### src/rtl/fir_sequencer_pkg.sv
`default_nettype none
// ============================================================================
// Module      : fir_seq_pkg
// Description : FIR sequencer states, datapath op encoding and register map.
//               LOADC/WAITC exist only with FIR_SEQ_COEFF_LOAD_EN defined.
// Revision    : 1.0 - initial release
// ============================================================================
package fir_seq_pkg;

    typedef enum logic [3:0] {
        IDLE   = 4'd0,
        SHIFT  = 4'd1,
        STORE  = 4'd2,
        CLRACC = 4'd3,
        MUL    = 4'd4,
        ACC    = 4'd5,
        DONE   = 4'd6,
        EIDLE  = 4'd7
`ifdef FIR_SEQ_COEFF_LOAD_EN
        ,
        LOADC  = 4'd8,
        WAITC  = 4'd9
`endif
    } state_t;

    typedef enum logic [2:0] {
        OP_NOP   = 3'd0,
        OP_COPY  = 3'd1,
        OP_LOAD1 = 3'd2,
        OP_LOAD2 = 3'd3,
        OP_ADD   = 3'd4,
        OP_SUB   = 3'd5,
        OP_MUL   = 3'd6
    } op_t;

    localparam logic [3:0] ACC_REG   = 4'd0;
    localparam logic [3:0] COEF_BASE = 4'd8;
    localparam logic [3:0] TEMP_REG  = 4'd15;

endpackage
`default_nettype wire

### src/rtl/fir_sequencer_if.sv
`default_nettype none
// ============================================================================
// Module      : fir_sequencer_if
// Description : Handshake and datapath-control bundle between sequencer and datapath.
// Revision    : 1.0 - initial release
// ============================================================================
interface fir_sequencer_if;
    logic       data_ready;
    logic       load_coeff;
    logic       overflow;
    logic       cnt_up;
    logic       clear;
    logic       modwait;
    logic       err;
    logic [2:0] op;
    logic [3:0] src1;
    logic [3:0] src2;
    logic [3:0] dest;

    modport master (
        input  data_ready, load_coeff, overflow,
        output cnt_up, clear, modwait, err, op, src1, src2, dest
    );

    modport slave (
        output data_ready, load_coeff, overflow,
        input  cnt_up, clear, modwait, err, op, src1, src2, dest
    );
endinterface
`default_nettype wire

### src/rtl/fir_sequencer_flex_counter.sv
`default_nettype none
// ============================================================================
// Module      : flex_counter
// Description : Clearable up-counter that wraps to 0 after reaching rollover_val.
// Revision    : 1.0 - initial release
// ============================================================================
module flex_counter #(
    parameter int NUM_CNT_BITS = 4
) (
    input  wire logic                    clk,
    input  wire logic                    n_rst,
    input  wire logic                    clear,
    input  wire logic                    count_enable,
    input  wire logic [NUM_CNT_BITS-1:0] rollover_val,
    output logic      [NUM_CNT_BITS-1:0] count_out,
    output logic                         rollover_flag
);
    logic [NUM_CNT_BITS-1:0] r_count;

    always_ff @(posedge clk or negedge n_rst) begin
        if (!n_rst)
            r_count <= '0;
        else if (clear)
            r_count <= '0;
        else if (count_enable)
            r_count <= rollover_flag ? '0 : r_count + 1'b1;
    end

    assign count_out     = r_count;
    assign rollover_flag = (r_count == rollover_val);
endmodule
`default_nettype wire

### src/rtl/fir_sequencer.sv
`default_nettype none
// ============================================================================
// Module      : fir_sequencer
// Description : Control FSM sequencing shift/load/multiply-accumulate ops of a
//               NUM_TAPS FIR datapath. FIR_SEQ_COEFF_LOAD_EN adds coefficient load.
// Revision    : 1.0 - initial release
// ============================================================================
module fir_sequencer
    import fir_seq_pkg::*;
#(
    parameter int NUM_TAPS = 4
) (
    input  wire logic        clk,
    input  wire logic        n_rst,
    fir_sequencer_if.master  bus
);
    localparam logic [3:0] c_taps       = 4'(NUM_TAPS);
    localparam logic [3:0] c_tap_last   = 4'(NUM_TAPS - 1);
    localparam logic [3:0] c_shift_last = 4'(NUM_TAPS - 2);

    state_t     r_state;
    state_t     w_next;
    logic       r_modwait;
    logic       r_err;
    op_t        w_op;
    logic [3:0] w_src1;
    logic [3:0] w_src2;
    logic [3:0] w_dest;
    logic       w_cnt_up;
    logic       w_idx_clear;
    logic       w_idx_en;
    logic       w_idx_last;
    logic [3:0] w_idx;
    logic [3:0] w_idx_roll;

`ifdef FIR_SEQ_COEFF_LOAD_EN
    localparam logic [2:0] c_cidx_last = 3'(NUM_TAPS - 1);
    logic [2:0] r_cidx;
    logic       r_clear;
`endif

    // Same counter walks the shift chain (N-1 steps) and the tap loop (N steps)
    assign w_idx_roll = (r_state == SHIFT) ? c_shift_last : c_tap_last;

    flex_counter #(.NUM_CNT_BITS(4)) u_idx (
        .clk           (clk),
        .n_rst         (n_rst),
        .clear         (w_idx_clear),
        .count_enable  (w_idx_en),
        .rollover_val  (w_idx_roll),
        .count_out     (w_idx),
        .rollover_flag (w_idx_last)
    );

    always_ff @(posedge clk or negedge n_rst) begin
        if (!n_rst) begin
            r_state   <= IDLE;
            r_modwait <= 1'b0;
            r_err     <= 1'b0;
        end else begin
            r_state   <= w_next;
            r_modwait <= !((w_next == IDLE) || (w_next == EIDLE));
            if (w_next == EIDLE)
                r_err <= 1'b1;
            else if (r_state == EIDLE)
                r_err <= 1'b0;
        end
    end

    always_comb begin
        w_next      = r_state;
        w_op        = OP_NOP;
        w_src1      = 4'd0;
        w_src2      = 4'd0;
        w_dest      = 4'd0;
        w_cnt_up    = 1'b0;
        w_idx_clear = 1'b0;
        w_idx_en    = 1'b0;
        case (r_state)
            IDLE, EIDLE: begin
                if (bus.data_ready) begin
                    w_next      = SHIFT;
                    w_idx_clear = 1'b1;
                end
`ifdef FIR_SEQ_COEFF_LOAD_EN
                else if ((r_state == IDLE) && bus.load_coeff) begin
                    w_next = LOADC;
                end
`endif
            end
            SHIFT: begin
                w_op     = OP_COPY;
                w_src1   = c_tap_last - w_idx;
                w_dest   = c_taps - w_idx;
                w_idx_en = 1'b1;
                if (w_idx_last)
                    w_next = STORE;
            end
            STORE: begin
                if (bus.data_ready) begin
                    w_op   = OP_LOAD1;
                    w_dest = 4'd1;
                    w_next = CLRACC;
                end else begin
                    w_next = EIDLE;
                end
            end
            CLRACC: begin
                w_op        = OP_SUB;
                w_src1      = ACC_REG;
                w_src2      = ACC_REG;
                w_dest      = ACC_REG;
                w_cnt_up    = 1'b1;
                w_idx_clear = 1'b1;
                w_next      = MUL;
            end
            MUL: begin
                w_op   = OP_MUL;
                w_src1 = 4'd1 + w_idx;
                w_src2 = COEF_BASE + w_idx;
                w_dest = TEMP_REG;
                w_next = bus.overflow ? EIDLE : ACC;
            end
            ACC: begin
                w_op   = OP_ADD;
                w_src1 = ACC_REG;
                w_src2 = TEMP_REG;
                w_dest = ACC_REG;
                if (bus.overflow) begin
                    w_next = EIDLE;
                end else if (w_idx_last) begin
                    w_next = DONE;
                end else begin
                    w_idx_en = 1'b1;
                    w_next   = MUL;
                end
            end
            DONE: begin
                w_next = bus.overflow ? EIDLE : IDLE;
            end
`ifdef FIR_SEQ_COEFF_LOAD_EN
            LOADC: begin
                w_op   = OP_LOAD2;
                w_dest = COEF_BASE + {1'b0, r_cidx};
                w_next = WAITC;
            end
            WAITC: begin
                if (!bus.load_coeff)
                    w_next = IDLE;
            end
`endif
            default: w_next = IDLE;
        endcase
    end

`ifdef FIR_SEQ_COEFF_LOAD_EN
    // clear is registered so it lands on the first WAITC cycle after the wrap
    always_ff @(posedge clk or negedge n_rst) begin
        if (!n_rst) begin
            r_cidx  <= 3'd0;
            r_clear <= 1'b0;
        end else if (r_state == LOADC) begin
            r_cidx  <= (r_cidx == c_cidx_last) ? 3'd0 : r_cidx + 3'd1;
            r_clear <= (r_cidx == c_cidx_last);
        end else begin
            r_clear <= 1'b0;
        end
    end
    assign bus.clear = r_clear;
`else
    logic w_unused_load_coeff;
    assign w_unused_load_coeff = bus.load_coeff;
    assign bus.clear           = 1'b0;
`endif

    assign bus.op      = w_op;
    assign bus.src1    = w_src1;
    assign bus.src2    = w_src2;
    assign bus.dest    = w_dest;
    assign bus.cnt_up  = w_cnt_up;
    assign bus.modwait = r_modwait;
    assign bus.err     = r_err;
endmodule
`default_nettype wire

### src/flat_wrapper.sv
// flat-port wrapper written by rule: the top's interface ports become plain ports
module fir_sequencer_flat import fir_seq_pkg::*;
#(
    parameter int NUM_TAPS = 4
)
  (clk, n_rst, bus_data_ready, bus_load_coeff, bus_overflow, bus_cnt_up, bus_clear, bus_modwait, bus_err, bus_op, bus_src1, bus_src2, bus_dest);
  fir_sequencer_if bus_i ();
  input  wire logic clk;
  input  wire logic n_rst;
  input wire logic [$bits(bus_i.data_ready)-1:0] bus_data_ready;
  input wire logic [$bits(bus_i.load_coeff)-1:0] bus_load_coeff;
  input wire logic [$bits(bus_i.overflow)-1:0] bus_overflow;
  output wire logic [$bits(bus_i.cnt_up)-1:0] bus_cnt_up;
  output wire logic [$bits(bus_i.clear)-1:0] bus_clear;
  output wire logic [$bits(bus_i.modwait)-1:0] bus_modwait;
  output wire logic [$bits(bus_i.err)-1:0] bus_err;
  output wire logic [$bits(bus_i.op)-1:0] bus_op;
  output wire logic [$bits(bus_i.src1)-1:0] bus_src1;
  output wire logic [$bits(bus_i.src2)-1:0] bus_src2;
  output wire logic [$bits(bus_i.dest)-1:0] bus_dest;
  assign bus_i.data_ready = bus_data_ready;
  assign bus_i.load_coeff = bus_load_coeff;
  assign bus_i.overflow = bus_overflow;
  assign bus_cnt_up = bus_i.cnt_up;
  assign bus_clear = bus_i.clear;
  assign bus_modwait = bus_i.modwait;
  assign bus_err = bus_i.err;
  assign bus_op = bus_i.op;
  assign bus_src1 = bus_i.src1;
  assign bus_src2 = bus_i.src2;
  assign bus_dest = bus_i.dest;
  fir_sequencer #(.NUM_TAPS(NUM_TAPS)) u_core (.clk(clk), .n_rst(n_rst), .bus(bus_i));
endmodule
### config.mk
export PLATFORM = sky130hd
export DESIGN_NAME = fir_sequencer_flat
export DESIGN_NICKNAME = d
export VERILOG_FILES = /design/src/rtl/fir_sequencer_pkg.sv /design/src/rtl/fir_sequencer_if.sv /design/src/rtl/fir_sequencer_flex_counter.sv /design/src/rtl/fir_sequencer.sv /design/src/flat_wrapper.sv
export SDC_FILE = /design/constraint.sdc
export NUM_CORES = 1
export LEC_CHECK = 0
export ABC_AREA = 1
export BUFFER_PORTS_ARGS = -buffer_cell sky130_fd_sc_hd__buf_2
export CAP_MARGIN = 20
export CORE_MARGIN = 3
export CORE_UTILIZATION = 57
export CTS_CLUSTER_SIZE = 16
export DETAILED_ROUTE_END_ITERATION = 8
export PLACE_DENSITY = 0.91
export SLEW_MARGIN = 20
export SYNTH_ARGS = -nofsm -noshare
export SYNTH_HDL_FRONTEND = slang
export SYNTH_HIERARCHICAL = 1
export SYNTH_SLANG_ARGS = --single-unit
### constraint.sdc
create_clock -name clk -period 3.8 [get_ports clk]
set_input_delay 0 -clock clk [delete_from_list [all_inputs] [get_ports clk]]
set_output_delay 0 -clock clk [all_outputs]
set_load 0.005 [all_outputs]
==> metrics.cfg, run 1 <==
[sta]
fin_crit_ns = 2.41
fin_setup_tns_ns = 0
slew_violations = 0
skew_ns = 0.00285
fmax_mhz = 415
finalCritPeriodShare_pct = 63.4
rsz0062_at_grt = false
fin_ws_ns = 1.39
final_hold_viol_count = 0
setup-violations-final = 0
whs_ns = 0.120

[floorplanning]
rows = 14
core-area_um2 = 1580
initial_utilization_pct = 63.8
die_x_um = 48.0
ios = 24
fp.dieH_um = 48.0
dieArea_um2 = 2300

[setup_path]
crit_fanout = 11
cp-end-kind = flop
crit_top_cell = nand2_1
worst_setup_path_start_kind = flop
max_stage_delay_ns = 0.46
critPathArrivalTime_ns = 2.56
cp_cell_sequence = nor2_2, nand2_1, nand2_1, nand2_1, nor2_1, nand2_2, inv_1, inv_1, nand2_1, o21ai_0, nor2_1, inv_1, a21oi_1, a21oi_1
cp_slowest_cell = dfrtp_1
cp.required_ns = 3.95
r2r_slack_ns = 1.39
worst-setup-path-type = reg2reg

[synth]
synthesis.instances = 162
synth-simple-area-share_pct = 42.2
synth-warning-count = 6
ys_seq_area_share_pct = 24.9
muxShareOfSynthArea_pct = 0
synthTopCellsByArea = dfrtp_1 25%, nand2_1 17%, inv_1 8.6%
synth_top_area_share_pct = 24.9
syn_avg_cell_area_um2 = 6.21
synth_top_family_by_area = simple AND/OR/NAND/NOR gates
synth_top_area_cell = dfrtp_1
synth.distinct_cells = 29
synth-seq-cells = 10
netlist_area_um2 = 1010
synth-xor-area-share_pct = 3.48
synth_fa_ha_area_share_pct = 3.73
synth-compound-area-share_pct = 13.1

[clock_network]
clk_pin_slew_ns = 0.06
htree_levels = 1
clk_latency_ns = 0.27
cts_tree = built
clock-sinks = 10
cts_root_buf = clkbuf_4
cts_setup_buffers = 0
cts_inserted_buffers = 3
cts_buffer_depth = 2

[place]
place_ws_ns = 1.46
place_hpwl_um = 1880
io_buffer_count = 21
gp_congestion = 0.920
placed_area_um2 = 1140

[cells_and_area]
final_common_cell = nand2_1
regArea_um2 = 250
final_cell_area_um2 = 1190
syn_to_final_growth_pct = 18.2
nFillCells = 123
final_cell_mix = 45 x nand2_1, 23 x inv_1, 21 x buf_2, 16 x nor2_1, 12 x nand3_1
n_antenna_cell = 0
multi_input_area_um2 = 658
drive_gt1_share_pct = 22.4
nets = 201

[job]
drv_cap = 0

[detailed_routing]
drt_wl_total_um = 2420
viasPerCell = 5.54
wl_per_cell_um = 11.6
routed-via-count = 1152
drcViolationCount = 0
drt_iter0_drc = 52
dr.pass1.iters = 5
final_antenna_net_count = 0

[worst_hold_path]
hp-class = in2reg

[grt]
use_met1_pct = 32.6
grt_pass1_vias = 920
grt_busiest_layer = met2
grt_overflow = 0
use_met3_pct = 3.38
grt_max_degree = 13
met2_usage_pct = 35.6
grt_pass1_wl_um = 3840
antenna_found_initial = 0
track_usage_pct = 23.3

[power_and_ir_drop]
p_per_area_nw_per_um2 = 441
leakagePower_uw = 0.000737
peakVddDrop_mv = 0.381

[status]
status = finished clean

==> worst paths after layout <==
kind | cells after the start | start | endpoint
max | 14 | u_core/r_state[3] | u_core/u_idx/count_out[2]
min | 4 | bus_data_ready | u_core/r_state[2]
max reg2reg | 14 | u_core/r_state[3] | u_core/u_idx/count_out[2]
min reg2reg | 2 | u_core/bus.err | u_core/bus.err
max in group asynchronous | 2 | n_rst | u_core/bus.err
min in group asynchronous | 2 | n_rst | u_core/r_state[2]
==> flip-flops by register name, summed over array words and instances (netlist names) <==
name,count
u_core/u_idx/count_out,4
u_core/r_state,4
u_core/bus.err,1
u_core/bus.modwait,1
==> through the flow <==
stage | cells | util [%] | power [µW]
2_1_floorplan | 168 | - | 356
3_3_place_gp | 203 | 72.5 | 412
3_5_place_dp | 203 | 72.5 | 426
4_1_cts | 208 | 75.4 | 524
5_1_grt | 208 | 75.4 | 574
6_report | 208 | 75.4 | 524
==> where the power goes <==
part | total (µW) | switching (µW) | internal (µW) | leakage, µW
sequential | 187 | 55.6 | 131 | 0.000130
combinational | 242 | 149 | 93.1 | 0.000585
clock | 95.0 | 36.7 | 58.2 | 0.0000210
==> Yosys cell counts <==
cell type and n:
o31ai_1 1, nand3_4 1, nand3_1 12, xor2_1 2
conb_1 2, nand3_2 2, inv_2 5, nand2_1 45
nand4_1 1, o21ai_1 5, o22ai_1 2, xnor2_1 2
nor2_4 2, nand2_2 5, nor3_1 1, a31oi_1 1
clkbuf_1 1, nor2_8 1, inv_1 23, o211ai_1 1
nor2_1 16, a21oi_1 8, dfrtp_1 10, clkinv_1 1
o21bai_1 1, o21ai_0 5, ha_1 3, buf_4 1
nor2_2 2
==> worst max-delay path, delay by kind of cell, from the launching register on <==
| kind | cells | cell delay (ns) |
|---|---|---|
| buf+inv | 3 | 0.26 |
| flops | 1 | 0.46 |
| simple gates | 8 | 1.24 |
| compound gates | 3 | 0.32 |
==> repair_timing <==
item	4_1_cts	5_1_grt
endpoints found under the hold margin	10	0
hold buffers	1	0
resized for setup	0	0
==> kinds of logic (layout without fill, tap and decap cells) <==
family / count (synthesis) / count (layout)
adders and majority gates: 3 / 3
buffers and inverters: 31 / 55
DFF: 10 / 10
AOI/OAI and AO/OA: 24 / 24
xor gates and xnor gates: 4 / 4
and+or+nand+nor: 88 / 88
other: 2 / 8
==> final cells by class <==
class,instances,share of cell area [%]
multi-input combinational,127,55.4
sequential,10,21.1
timing repair buffer,22,9.68
inverter,29,9.16
clock buffer,4,3.05
tap,16,1.68
==> per-layer routing <==
metal / share of wire [%] / up-vias
met4: 3.9 / 0
li1: - / 561
met5: 0 / -
met2: 44 / 85
met1: 42 / 488
met3: 10 / 18
No activity file was read; power rests on OpenSTA's default activity.
==> inputs of run 2 (changes only) <==
CORE_UTILIZATION = 53   (was 57)
PLACE_DENSITY = 0.86   (was 0.91)
clock period = 2.3 ns   (was 3.8 ns; I/O delays follow)
==> run 2 against run 1 <==
Net effect:
- global-route usage decreased by 3.8 points
- clock skew down 0.0013 ns
- power grew 57%
- flip-flop and latch count stayed put
- final area is 1.9% higher
- setup slack worse by 1.1 ns
- largest cell class unchanged
- clock power increased by 12%
==> metrics.cfg, run 2 (synthesis gave the netlist of run 1 again) <==
[detailed_routing]
drt_wl_total_um = 2230  ; -7.8%
dr.pass1.iters = 4  ; -1
drt_iter0_drc = 32  ; -38%
final_antenna_net_count = 0  ; unchanged
routed-via-count = 1066  ; -7.5%
viasPerCell = 4.89  ; -12%
drcViolationCount = 0  ; unchanged
wl_per_cell_um = 10.2  ; -12%

[grt]
grt_overflow = 0  ; unchanged
grt_busiest_layer = met2
use_met1_pct = 26.5  ; -6.1 points
grt_pass1_vias = 929  ; +0.98%
grt_max_degree = 13  ; unchanged
met2_usage_pct = 31.7  ; -3.9 points
track_usage_pct = 19.5  ; -3.8 points
grt_pass1_wl_um = 3890  ; +1.4%
use_met3_pct = 1.51  ; -1.9 points
antenna_found_initial = 0  ; unchanged

[cells_and_area]
nets = 203  ; +1.0%
final_cell_mix = 45 x nand2_1, 23 x inv_1, 21 x buf_2, 14 x nor2_1, 12 x nand3_1
nFillCells = 170  ; +38%
syn_to_final_growth_pct = 20.4
final_core_util_pct = 68.7  ; -6.7 points
drive_gt1_share_pct = 24.9  ; +2.5 points
final_cell_area_um2 = 1210  ; +1.9%
n_antenna_cell = 0  ; unchanged
final_cells = 218  ; +4.8%
final_common_cell = nand2_1
multi_input_area_um2 = 667  ; +1.3%
regArea_um2 = 251  ; +0.50%

[sta]
fmax_mhz = 491  ; +18%
final_hold_viol_count = 0  ; unchanged
rsz0062_at_grt = false
skew_ns = 0.00153  ; -0.00132 ns
fin_crit_ns = 2.04  ; -0.371 ns
setup-violations-final = 0  ; unchanged
finalCritPeriodShare_pct = 88.6  ; +25 points
slew_violations = 0  ; unchanged
fin_setup_tns_ns = 0  ; unchanged

[floorplanning]
die_x_um = 49.6  ; +3.2%
initial_utilization_pct = 57.0  ; -6.8 points
rows = 15  ; +1
core-area_um2 = 1760  ; +12%
fp.dieH_um = 49.6  ; +3.2%
ios = 24  ; unchanged
dieArea_um2 = 2460  ; +6.6%

[setup_path]
r2r_slack_ns = 0.26  ; -1.13 ns
max_stage_delay_ns = 0.44  ; -0.02 ns
crit_top_cell = nand2_1
cp_cell_sequence = inv_2, nor2_4, nand2_1, inv_1, nand2_1, nand2_1, nor2_1, nand2_2, inv_1, inv_1, nand2_1, nand3_1, nand2_1, nor2_1, nand2_1, nand3_1, nand2_1, inv_1
cp-end-kind = flop
worstReg2RegEnd = u_core/bus.modwait
reg2reg_depth = 18  ; +4
worst_setup_path_start_kind = flop
crit_fanout = 8  ; -3
rr_startpoint = u_core/r_state[0]
worst-setup-path-type = reg2reg
cp_slowest_cell = dfrtp_2
critPathArrivalTime_ns = 2.18  ; -0.38 ns
cp.required_ns = 2.45  ; -1.50 ns

[power_and_ir_drop]
leakagePower_uw = 0.000739  ; +0.35%
p_per_area_nw_per_um2 = 680  ; +54%
finalPower_uw = 823  ; +57%
peakVddDrop_mv = 0.492  ; +29%

[worst_hold_path]
whs_path_depth = 4  ; unchanged
hp-class = in2reg
hold_end = u_core/r_state[2]
hp-start = bus_data_ready

[place]
gp_congestion = 0.932  ; +1.3%
io_buffer_count = 21  ; unchanged
dpl.cell_count = 214  ; +5.4%
place_hpwl_um = 1810  ; -3.6%
placed_area_um2 = 1170  ; +2.3%

[clock_network]
cts_root_buf = clkbuf_4
cts_tree = built
htree_levels = 1  ; unchanged
clock-sinks = 10  ; unchanged
clk_pin_slew_ns = 0.05  ; about the same
cts_inserted_buffers = 3  ; unchanged
cts_setup_buffers = 0  ; unchanged
cts_buffer_depth = 2  ; unchanged
clk_latency_ns = 0.25  ; -0.02 ns

[status]
status = finished clean

[job]
drv_cap = 0  ; unchanged

-- run 2: repair_timing --
action                                  in CTS  in global routing
hold buffers                                 1                  0
endpoints found under the hold margin       10                  0
endpoints found under the setup margin       0                  5
gates resized for setup                      0                  5
-- run 2: how the worst max path moves through the flow --
stage               depth (start not counted)         startpoint  slack [ns]                   endpoint
finish                                     18  u_core/r_state[0]        0.26         u_core/bus.modwait
global route                               18  u_core/r_state[0]       0.006         u_core/bus.modwait
CTS                                        16  u_core/r_state[0]        0.12  u_core/u_idx/count_out[3]
detailed placement                         16  u_core/r_state[0]        0.15  u_core/u_idx/count_out[3]
global placement                           16  u_core/r_state[0]        0.22  u_core/u_idx/count_out[3]
floorplan                                  15  u_core/r_state[3]        0.32  u_core/u_idx/count_out[0]
-- run 2: worst max-delay path, delay by kind of cell, from the launching register on --
family        cells  cell delay (ns)
simple gates     13             1.11
flops             1             0.44
buf+inv           5             0.38
-- run 2: area by class of cell --
type / count / share of cell area, %
Multi-Input combinational cell: 127 / 55.1
Clock buffer: 3 / 1.86
Tap cell: 25 / 2.58
Timing Repair Buffer: 24 / 10.7
Inverter: 29 / 8.99
Sequential cell: 10 / 20.8
-- run 2: routing by layer --
layer	wire, µm	up-vias	share of wire, %
li1	-	560	-
met1	1040	464	47
met2	1030	40	46
met3	151	2	6.8
met4	8	0	0.36
met5	0	-	0
-- run 2: per-stage QoR --
step | setup slack, ns | hold WS, ns
2_1_floorplan | 0.321 | -0.296
3_3_place_gp | 0.217 | -0.140
3_5_place_dp | 0.147 | -0.140
4_1_cts | 0.117 | 0.109
5_1_grt | 0.00584 | 0.127
6_report | 0.263 | 0.124
-- run 2: power by group --
| group | leakage [µW] | internal [µW] | total, µW | switching [µW] |
|---|---|---|---|---|
| Clock | 0.0000138 | 59.6 | 106 | 46.7 |
| Sequential | 0.000129 | 218 | 307 | 89.4 |
| Combinational | 0.000596 | 164 | 410 | 246 |
